## src/rtl/snake_ps2_pkg.sv

```systemverilog
// Purpose : shared types and constants for the PS/2 host link of the snake game.
// Latency : n/a (types, constants and one pure function only).
// Flow    : n/a.
package snake_ps2_pkg;

  // Host transmitter FSM state encoding.
  typedef logic [2:0] state_t;
  localparam state_t ST_IDLE    = 3'd0;
  localparam state_t ST_INHIBIT = 3'd1;
  localparam state_t ST_RTS     = 3'd2;
  localparam state_t ST_SHIFT   = 3'd3;
  localparam state_t ST_ACK     = 3'd4;
  localparam state_t ST_DONE    = 3'd5;
  localparam state_t ST_ERROR   = 3'd6;

  // Keyboard command / response bytes.
  localparam logic [7:0] CMD_RESET    = 8'hFF;
  localparam logic [7:0] CMD_SET_LEDS = 8'hED;
  localparam logic [7:0] CMD_ENABLE   = 8'hF4;
  localparam logic [7:0] RSP_ACK      = 8'hFA;

  // Default timing at a 50 MHz clkin.
  localparam int DEF_INHIBIT_CYCLES = 6000;    // 120 us clock inhibit
  localparam int DEF_FIRST_TIMEOUT  = 750000;  // 15 ms to first device clock
  localparam int DEF_BIT_TIMEOUT    = 100000;  // 2 ms between device clocks

  // Frame as shifted out after the start bit: data LSB first, odd parity, stop.
  function automatic logic [9:0] make_frame(input logic [7:0] d);
    return {1'b1, ~^d, d};
  endfunction

endpackage

```

## src/rtl/ps2_line_sync.sv

```systemverilog
// Purpose : 2-FF synchroniser for one raw PS/2 pin plus falling-edge detect.
// Latency : level valid 2 clkin after the pin moves; fall pulses one cycle at that point.
// Flow    : none, free-running sampler.
// Ports   : clkin/reset - system clock, async active-high reset
//           line_in     - raw pin level
//           level       - synchronised level
//           fall        - one-cycle pulse on a synchronised 1->0 transition
module ps2_line_sync (
  input  logic clkin,
  input  logic reset,
  input  logic line_in,
  output logic level,
  output logic fall
);

  logic meta;
  logic now;
  logic prev;

  // Reset to 1: an idle PS/2 line floats high, so no false edge after reset.
  always_ff @(posedge clkin or posedge reset) begin
    if (reset) begin
      meta <= 1'b1;
      now  <= 1'b1;
      prev <= 1'b1;
    end else begin
      meta <= line_in;
      now  <= meta;
      prev <= now;
    end
  end

  assign level = now;
  assign fall  = prev & ~now;

endmodule

```

## src/rtl/ps2_host_tx.sv

```systemverilog
// Purpose : PS/2 host-to-device transmitter: inhibit, request-to-send, 8 data bits,
//           odd parity, stop, then samples the device ACK on the 11th clock.
// Latency : frame paced by the device clock; done/error one cycle after the end condition.
// Flow    : one byte per accepted send; send while busy is dropped, nothing is queued.
// Ports   : clkin, reset            - system clock, async active-high reset
//           send, data_in           - start request and byte, sampled only in IDLE
//           ps2_clk_in, ps2_dat_in  - raw pin levels
//           ps2_clk_oe, ps2_dat_oe  - 1 pulls the corresponding line low (open drain)
//           busy                    - frame in progress, receiver should ignore the line
//           done, ack_ok            - completion pulse, ack_ok=1 if the device ACKed
//           error                   - timeout pulse (no done in that case)
module ps2_host_tx
  import snake_ps2_pkg::*;
#(
  parameter int INHIBIT_CYCLES = DEF_INHIBIT_CYCLES,
  parameter int FIRST_TIMEOUT  = DEF_FIRST_TIMEOUT,
  parameter int BIT_TIMEOUT    = DEF_BIT_TIMEOUT
) (
  input  logic       clkin,
  input  logic       reset,
  input  logic       send,
  input  logic [7:0] data_in,
  input  logic       ps2_clk_in,
  input  logic       ps2_dat_in,
  output logic       ps2_clk_oe,
  output logic       ps2_dat_oe,
  output logic       busy,
  output logic       done,
  output logic       ack_ok,
  output logic       error
);

  // One counter serves both the inhibit hold and the timeouts.
  localparam int MAX_TO  = (FIRST_TIMEOUT > BIT_TIMEOUT) ? FIRST_TIMEOUT : BIT_TIMEOUT;
  localparam int MAX_CYC = (MAX_TO > INHIBIT_CYCLES) ? MAX_TO : INHIBIT_CYCLES;
  localparam int CW      = $clog2(MAX_CYC + 1);

  localparam logic [CW-1:0] INH_LAST   = CW'(INHIBIT_CYCLES - 1);
  localparam logic [CW-1:0] FIRST_LAST = CW'(FIRST_TIMEOUT - 1);
  localparam logic [CW-1:0] BIT_LAST   = CW'(BIT_TIMEOUT - 1);

  state_t        state;
  logic [9:0]    frame;
  logic [3:0]    bit_idx;
  logic [CW-1:0] count;
  logic [CW-1:0] count_inc;
  logic          ack_seen;
  logic          timeout;

  logic clk_lvl, clk_fall;
  logic dat_lvl, dat_fall;
  logic sync_unused;

  ps2_line_sync u_clk_sync (
    .clkin   (clkin),
    .reset   (reset),
    .line_in (ps2_clk_in),
    .level   (clk_lvl),
    .fall    (clk_fall)
  );

  ps2_line_sync u_dat_sync (
    .clkin   (clkin),
    .reset   (reset),
    .line_in (ps2_dat_in),
    .level   (dat_lvl),
    .fall    (dat_fall)
  );

  // Data-line edges carry no meaning for the host side.
  assign sync_unused = dat_fall;

  // Saturating increment: the counter never wraps back into a valid window.
  assign count_inc = (&count) ? count : count + 1'b1;

  // Only RTS waits on the long first-clock window; every later wait is per bit.
  assign timeout = (state == ST_RTS) ? (count == FIRST_LAST) : (count == BIT_LAST);

  always_ff @(posedge clkin or posedge reset) begin
    if (reset) begin
      state      <= ST_IDLE;
      frame      <= '0;
      bit_idx    <= '0;
      count      <= '0;
      ack_seen   <= 1'b0;
      ps2_clk_oe <= 1'b0;
      ps2_dat_oe <= 1'b0;
      busy       <= 1'b0;
      done       <= 1'b0;
      ack_ok     <= 1'b0;
      error      <= 1'b0;
    end else begin
      done   <= 1'b0;
      ack_ok <= 1'b0;
      error  <= 1'b0;

      case (state)
        ST_IDLE: begin
          if (send) begin
            frame      <= make_frame(data_in);
            bit_idx    <= '0;
            count      <= '0;
            ack_seen   <= 1'b0;
            busy       <= 1'b1;
            ps2_clk_oe <= 1'b1;
            ps2_dat_oe <= 1'b0;
            state      <= ST_INHIBIT;
          end
        end

        // Clock held low; falls seen here are our own and are ignored.
        // dat_oe doubles as the "start bit cycle" marker.
        ST_INHIBIT: begin
          if (!ps2_dat_oe) begin
            if (count == INH_LAST) ps2_dat_oe <= 1'b1;
            else                   count      <= count_inc;
          end else begin
            ps2_clk_oe <= 1'b0;
            count      <= '0;
            state      <= ST_RTS;
          end
        end

        // RTS's first fall is fall 1 and drives data bit 0, same as SHIFT.
        ST_RTS, ST_SHIFT: begin
          if (clk_fall) begin
            ps2_dat_oe <= ~frame[bit_idx];
            bit_idx    <= bit_idx + 4'd1;
            count      <= '0;
            state      <= (bit_idx == 4'd9) ? ST_ACK : ST_SHIFT;
          end else if (timeout) begin
            ps2_clk_oe <= 1'b0;
            ps2_dat_oe <= 1'b0;
            busy       <= 1'b0;
            error      <= 1'b1;
            state      <= ST_ERROR;
          end else begin
            count <= count_inc;
          end
        end

        ST_ACK: begin
          if (clk_fall) begin
            ack_seen <= ~dat_lvl;
            count    <= '0;
            state    <= ST_DONE;
          end else if (timeout) begin
            ps2_dat_oe <= 1'b0;
            busy       <= 1'b0;
            error      <= 1'b1;
            state      <= ST_ERROR;
          end else begin
            count <= count_inc;
          end
        end

        // Wait for the device to let both lines float high before finishing.
        ST_DONE: begin
          if (clk_lvl && dat_lvl) begin
            done   <= 1'b1;
            ack_ok <= ack_seen;
            busy   <= 1'b0;
            state  <= ST_IDLE;
          end else if (timeout) begin
            ps2_dat_oe <= 1'b0;
            busy       <= 1'b0;
            error      <= 1'b1;
            state      <= ST_ERROR;
          end else begin
            count <= count_inc;
          end
        end

        // error already pulsed on entry; one recovery cycle back to IDLE.
        ST_ERROR: begin
          ps2_clk_oe <= 1'b0;
          ps2_dat_oe <= 1'b0;
          state      <= ST_IDLE;
        end

        default: begin
          ps2_clk_oe <= 1'b0;
          ps2_dat_oe <= 1'b0;
          busy       <= 1'b0;
          state      <= ST_IDLE;
        end
      endcase
    end
  end

endmodule

```

## config.mk

```make
export PLATFORM = sky130hd
export DESIGN_NAME = ps2_host_tx
export DESIGN_NICKNAME = d
export VERILOG_FILES = /design/src/rtl/snake_ps2_pkg.sv /design/src/rtl/ps2_line_sync.sv /design/src/rtl/ps2_host_tx.sv
export SDC_FILE = /design/constraint.sdc
export NUM_CORES = 1
export LEC_CHECK = 0
export CORE_MARGIN = 2
export CORE_UTILIZATION = 35
export CTS_CLUSTER_DIAMETER = 60
export DETAILED_ROUTE_END_ITERATION = 10
export GPL_TIMING_DRIVEN = 0
export PLACE_DENSITY_LB_ADDON = 0.08
export SLEW_MARGIN = 20
export SYNTH_ARGS = -nofsm -noshare
export SYNTH_HDL_FRONTEND = slang
export SYNTH_HIERARCHICAL = 1
export SYNTH_SLANG_ARGS = --single-unit
```

## constraint.sdc

```tcl
create_clock -name clkin -period 4.25 [get_ports clkin]
set_clock_uncertainty 0.15 [all_clocks]
set_input_delay 0.425 -clock clkin [delete_from_list [all_inputs] [get_ports clkin]]
set_output_delay 0.425 -clock clkin [all_outputs]
set_load 0.05 [all_outputs]
```

==> results of run 1 <==
worst paths after layout:
check	to	cells past startpoint	startpoint	slack, ns
hold / removal	u_clk_sync/level	0	u_clk_sync/meta	0.21
max in group asynchronous	count[5]	3	reset	3.11
min in group asynchronous	ack_seen	2	reset	0.34
hold reg to reg	u_clk_sync/level	0	u_clk_sync/meta	0.21
setup / recovery	count[7]	7	count[0]	1.34
setup reg to reg	count[7]	7	count[0]	1.34
per-stage QoR:
stage	instance area, um^2	total power, mW
finish	3380	1.72
global route	3380	1.86
CTS	3380	1.74
detailed placement	3270	1.38
global placement	3250	1.38
floorplan	2940	1.17
power by group:
part           total (mW)  internal, mW  switching [mW]
clock               0.347         0.177           0.170
combinational       0.733         0.296           0.437
sequential          0.639         0.564          0.0748
worst max-delay path, cell delays in order (launching register included):
cell and delay (ns):
sky130_fd_sc_hd__dfrtp_1 0.44, sky130_fd_sc_hd__ha_1 0.23, sky130_fd_sc_hd__nand3_1 0.27, sky130_fd_sc_hd__nor4_1 0.17, sky130_fd_sc_hd__a31oi_1 0.60, sky130_fd_sc_hd__nand3_1 0.36
sky130_fd_sc_hd__or4_1 0.56, sky130_fd_sc_hd__nand2_1 0.08
metal layers:
metal / vias up / wire length, um / share of wire (%)
li1: 1200 / - / -
met1: 1192 / 3560 / 50
met2: 75 / 3070 / 43
met3: 5 / 415 / 5.8
met4: 0 / 70 / 0.98
met5: - / 0 / 0
sequential cells by signal, indices dropped and copies added, names as in the netlist, 3 cells and up:
signal and flops:
count 20, frame 10, bit_idx 4, state 3
placed cells by master (no fill, tap or decap), types with 11 or more instances in the layout:
| master | instances |
|---|---|
| sky130_fd_sc_hd__clkdlybuf4s50_1 | 18 |
| sky130_fd_sc_hd__o21ai_0 | 13 |
| sky130_fd_sc_hd__o21ai_1 | 11 |
| sky130_fd_sc_hd__a21oi_1 | 17 |
| sky130_fd_sc_hd__nand3_1 | 19 |
| sky130_fd_sc_hd__dfrtp_1 | 44 |
| sky130_fd_sc_hd__nor2_1 | 18 |
| sky130_fd_sc_hd__nand2_1 | 29 |
cell type report:
type	count	area share, %
tap	105	3.89
buffer	13	1.93
timing repair buffer	19	5.93
multi-input combinational	237	47.3
inverter	11	1.22
sequential	49	36.5
clock inverter	2	1.15
clock buffer	6	2.15
==> out/results.ini, run 1 <==
[outcome]
status = finished clean

[grt]
grt_max_degree = 25
globalRoute.totalOverflow = 0
number_of_antenna_violations_at_the_first_check_in_global_routing = 0
grt.total_usage_pct = 17.2
vias_in_the_first_global_route = 2377
top_usage_layer_grt = met1
grt_first_pass_wirelength_um = 12100
gr-usage-met2_pct = 25.2
grt.met3_usage_pct = 3.40
global_route.usage.met1_pct = 25.9

[sta]
grt_setup_unrepaired = no
fin_crit_ns = 2.91
finalHoldViolations = 0
fin_setup_tns_ns = 0
final-max-slew-violation-count = 0
max_slew_margin_pct = 54.5
hold_slack_ns = 0.212
achievable-frequency_ghz = 0.344
min_period_over_period_pct = 68.4
setup_viol_count_final = 0
worst_pin_slew_ns = 0.679
worst_slack_ns = 1.34

[critical_path]
timing.critical_path.arrival_ns = 3.01
worstPathMaxFanout = 8
endpoint_kind = flop
timing_worst_setup_path_type = flop to flop
worst_ep_required_time_ns = 4.35
cp-start-kind = flop

[clocking]
post_cts_buffers = 0
skew_pair_late_insertion_delay_ns = 0.31
cts_hold_repair.buffers = 0
clk_pin_slew_worst_paths_ns = 0.10
clock_tree.root_cell = sky130_fd_sc_hd__clkbuf_8
htreeDepth = 2
cts_tree = yes
cts.path.max_buffers = 2
cts_resized = 0
clock_sinks = 49
cts-buffers-inserted = 5

[routing]
detail_route.iter0.violations = 163
vias = 2472
antenna_left = 0
drt-vias-per-instance = 5.59
finalWirelength_um = 7120
drt-pass1-iter-count = 4
detail_route.drc_violations = 0
route.detailed.wl_per_inst_um = 16.1

[power]
static-leakage-power_nw = 1.36
power-per-cell-area_mw_per_mm2 = 509
worst_ir_drop_vdd_mv = 0.207

[placed_design]
gp_congestion = 0.895
place.detailed.hpwl_um = 5300
io_buffer_count = 18
placed_cells = 434
preCtsSetupSlack_ns = 1.16

[cells_and_area]
antenna_cells_inserted = 0
layout-area-overhead-vs-synth_pct = 15.1
final-instance-count-excl-fill = 442
multi_input_comb_area_mm2 = 0.00160
seqCellArea_mm2 = 0.00123
layout.filler_cells = 829
layout-drive-gt1-share_pct = 14.2
finish.net_count = 355
postLayoutCoreUtil_pct = 41.3

[floorplanning]
core.rowCount = 33
effective_utilization_at_floorplan_pct = 35.9
core_area_mm2 = 0.00818
fp.dieArea_mm2 = 0.00914
die_x_um = 95.6
dieHeight_um = 95.6
io_pins = 19

[worst_hold_path]
holdCritPathClass = flop to flop

[synthesis]
synthCells = 310
syn-cell-area_mm2 = 0.00294
syn_avg_cell_area_um2 = 9.47
synth.net_count = 329
yosysWarnings = 6

[job]
max-cap-violations = 0

No activity file was read; power rests on OpenSTA's default activity.
==> run 2, diff against run 1 <==
- clock period: 4.25 -> 2.7 ns (I/O delays scaled with it)
==> run 2 against run 1 <==
Die area did not move. Maximum frequency rose by 18%. Via count fell by 0.81%. Utilization rose by 0.72 points. Flip-flop and latch count did not move. Clock power rose by 58%. Wire length barely moved. Sequential share of layout area fell by 0.62 points. Combinational power rose by 61%. Register-to-register slack got worse by 1.1 ns.
==> out/results.ini, run 2 (same netlist as run 1, synthesis figures left out) <==
[grt]
globalRoute.totalOverflow = 0  ; unchanged
grt.met3_usage_pct = 3.40  ; unchanged
top_usage_layer_grt = met1
vias_in_the_first_global_route = 2387  ; +0.42%
number_of_antenna_violations_at_the_first_check_in_global_routing = 0  ; unchanged
global_route.usage.met1_pct = 25.9  ; unchanged
grt_first_pass_wirelength_um = 12100  ; +0.29%
gr-usage-met2_pct = 25.3  ; +0.12 points
grt.total_usage_pct = 17.2  ; +0.033 points
grt_max_degree = 25  ; unchanged

[power]
power_report.internal_total_mw = 1.65  ; +59%
seq_power_share_pct = 36.9  ; -0.3 points
report.power.total_mw = 2.73  ; +59%
power_frac_comb_pct = 43.1  ; +0.5 points
clockPowerShare_pct = 20.0  ; -0.2 points
worst_ir_drop_vdd_mv = 0.326  ; +58%
switching_power_mw = 1.09  ; +60%
power-per-cell-area_mw_per_mm2 = 795  ; +56%
power.switching_fraction_pct = 39.8  ; +0.16 points
static-leakage-power_nw = 1.39  ; +1.6%

[cells_and_area]
top_register = count
design_area_mm2 = 0.00344  ; +1.7%
largest_register_ff_count = 20  ; unchanged
biggestRegsByFlops = count x20, frame x10, bit_idx x4
layout.cells.most_common = sky130_fd_sc_hd__dfrtp_1
layout-area-overhead-vs-synth_pct = 17.1
mostFrequentLayoutCells = sky130_fd_sc_hd__dfrtp_1 (44), sky130_fd_sc_hd__nand2_1 (29), sky130_fd_sc_hd__nor2_1 (18), sky130_fd_sc_hd__nand3_1 (18), sky130_fd_sc_hd__clkdlybuf4s50_1 (18)
finish.net_count = 354  ; -0.28%
layout-drive-gt1-share_pct = 16.1  ; +1.8 points
antenna_cells_inserted = 0  ; unchanged
multi_input_comb_area_mm2 = 0.00166  ; +3.8%
seqCellArea_mm2 = 0.00123  ; unchanged
postLayoutCoreUtil_pct = 42.0  ; +0.72 points
layout.filler_cells = 826  ; -0.36%

[clocking]
clock_sinks = 49  ; unchanged
clk_pin_slew_worst_paths_ns = 0.10  ; about the same
cts_tree = yes
clock_tree.root_cell = sky130_fd_sc_hd__clkbuf_8
post_cts_buffers = 0  ; unchanged
cts-buffers-inserted = 5  ; unchanged
cts_hold_repair.buffers = 0  ; unchanged
cts.path.max_buffers = 2  ; unchanged
skew_pair_late_insertion_delay_ns = 0.31  ; about the same
htreeDepth = 2  ; unchanged

[floorplanning]
dieHeight_um = 95.6  ; unchanged
fp.dieArea_mm2 = 0.00914  ; unchanged
core.rowCount = 33  ; unchanged
effective_utilization_at_floorplan_pct = 35.9  ; unchanged
core_area_mm2 = 0.00818  ; unchanged
io_pins = 19  ; unchanged
die_x_um = 95.6  ; unchanged

[routing]
antenna_left = 0  ; unchanged
route.detailed.wl_per_inst_um = 16.1  ; +0.13%
drt-vias-per-instance = 5.56  ; -0.58%
finalWirelength_um = 7110  ; about the same
drt-pass1-iter-count = 5  ; +1
detail_route.iter0.violations = 230  ; +41%
detail_route.drc_violations = 0  ; unchanged
vias = 2452  ; -0.81%

[sta]
finalHoldViolations = 0  ; unchanged
worst_slack_ns = 0.239  ; -1.10 ns
fin_crit_ns = 2.46  ; -0.446 ns
achievable-frequency_ghz = 0.406  ; +18%
min_period_over_period_pct = 91.2  ; +23 points
max_slew_margin_pct = 64.1  ; +9.6 points
final-max-slew-violation-count = 0  ; unchanged
worst_pin_slew_ns = 0.534  ; -0.145 ns
grt_setup_unrepaired = no
hold_slack_ns = 0.190  ; -0.0215 ns
setup_viol_count_final = 0  ; unchanged

[critical_path]
endpoint_kind = flop
reg2reg_to = count[7]
crit_path_launch = state[1]
worst_ep_required_time_ns = 2.80  ; -1.55 ns
timing_worst_setup_path_type = flop to flop
timing.critical_path.arrival_ns = 2.56  ; -0.45 ns
cp-start-kind = flop
worst_r2r_startpoint = state[1]
worst-r2r-setup-slack_ns = 0.24  ; -1.10 ns
reg2regPathDepth = 7  ; unchanged
worstPathMaxFanout = 10  ; +2
cp-endpoint = count[7]

[worst_hold_path]
holdCritPathClass = input pin to async pin

[placed_design]
gp_congestion = 0.895  ; unchanged
io_buffer_count = 18  ; unchanged
place.detailed.hpwl_um = 5300  ; unchanged
preCtsSetupSlack_ns = -0.236  ; -1.39 ns
place_area_mm2 = 0.00327  ; unchanged

[job]
max-cap-violations = 0  ; unchanged

[outcome]
status = finished clean

## run 2: cell types whose count changed in the layout (fill, tap and decap cells not counted), sizes merged
cell,delta
clkbuf,-1
## run 2: layer usage
metal	vias to the layer above	routed length, um
met5	-	0
met4	0	69
met3	5	344
met2	57	3070
met1	1192	3630
li1	1198	-
## run 2: metrics by stage
stage / cells / setup TNS (ns)
global placement: 433 / -1.45
detailed placement: 434 / -1.01
floorplan: 310 / 0
CTS: 442 / 0
global route: 441 / 0
finish: 441 / 0
## run 2: power by group through the flow
stage          registers, mW  clock network, mW  logic (mW)
4_1_cts                 1.01              0.569        1.16
3_3_place_gp            1.02                  0        1.15
5_1_grt                 1.04              0.601        1.31
2_1_floorplan           1.06                  0       0.788
3_5_place_dp            1.02                  0        1.15
6_report                1.01              0.548        1.18
## run 2: final cells by class
cell class / instances / share of cell area [%]
multi-input cells: 237 / 48.2
flip-flops and latches: 49 / 35.9
repair buffers: 19 / 5.82
well taps: 105 / 3.82
clock buffers: 6 / 2.11
plain buffers: 12 / 1.82
inverters: 11 / 1.20
clock inverters: 2 / 1.13
## run 2: how the worst min path moves through the flow
stage | cells after the start | endpoint | slack (ns)
2_1_floorplan | 1 | u_dat_sync/level | 0.03
3_3_place_gp | 0 | u_dat_sync/level | 0.20
3_5_place_dp | 0 | u_clk_sync/level | 0.20
4_1_cts | 2 | u_dat_sync/level | 0.19
5_1_grt | 2 | u_dat_sync/level | 0.19
6_report | 2 | ack_seen | 0.19
## run 2: what timing repair did
item,in CTS,in global routing
endpoints found under the setup margin,5,20
gates resized for setup,2,9
pin swaps,0,1
## run 2: worst max-delay path, stage by stage, from the launching register on
cell and delay (ns):
sky130_fd_sc_hd__dfrtp_1 0.44, sky130_fd_sc_hd__buf_4 0.20, sky130_fd_sc_hd__nor3b_2 0.27, sky130_fd_sc_hd__nor4_2 0.11, sky130_fd_sc_hd__o221ai_2 0.34, sky130_fd_sc_hd__nand3_1 0.28
sky130_fd_sc_hd__or4_1 0.53, sky130_fd_sc_hd__nand2_1 0.08
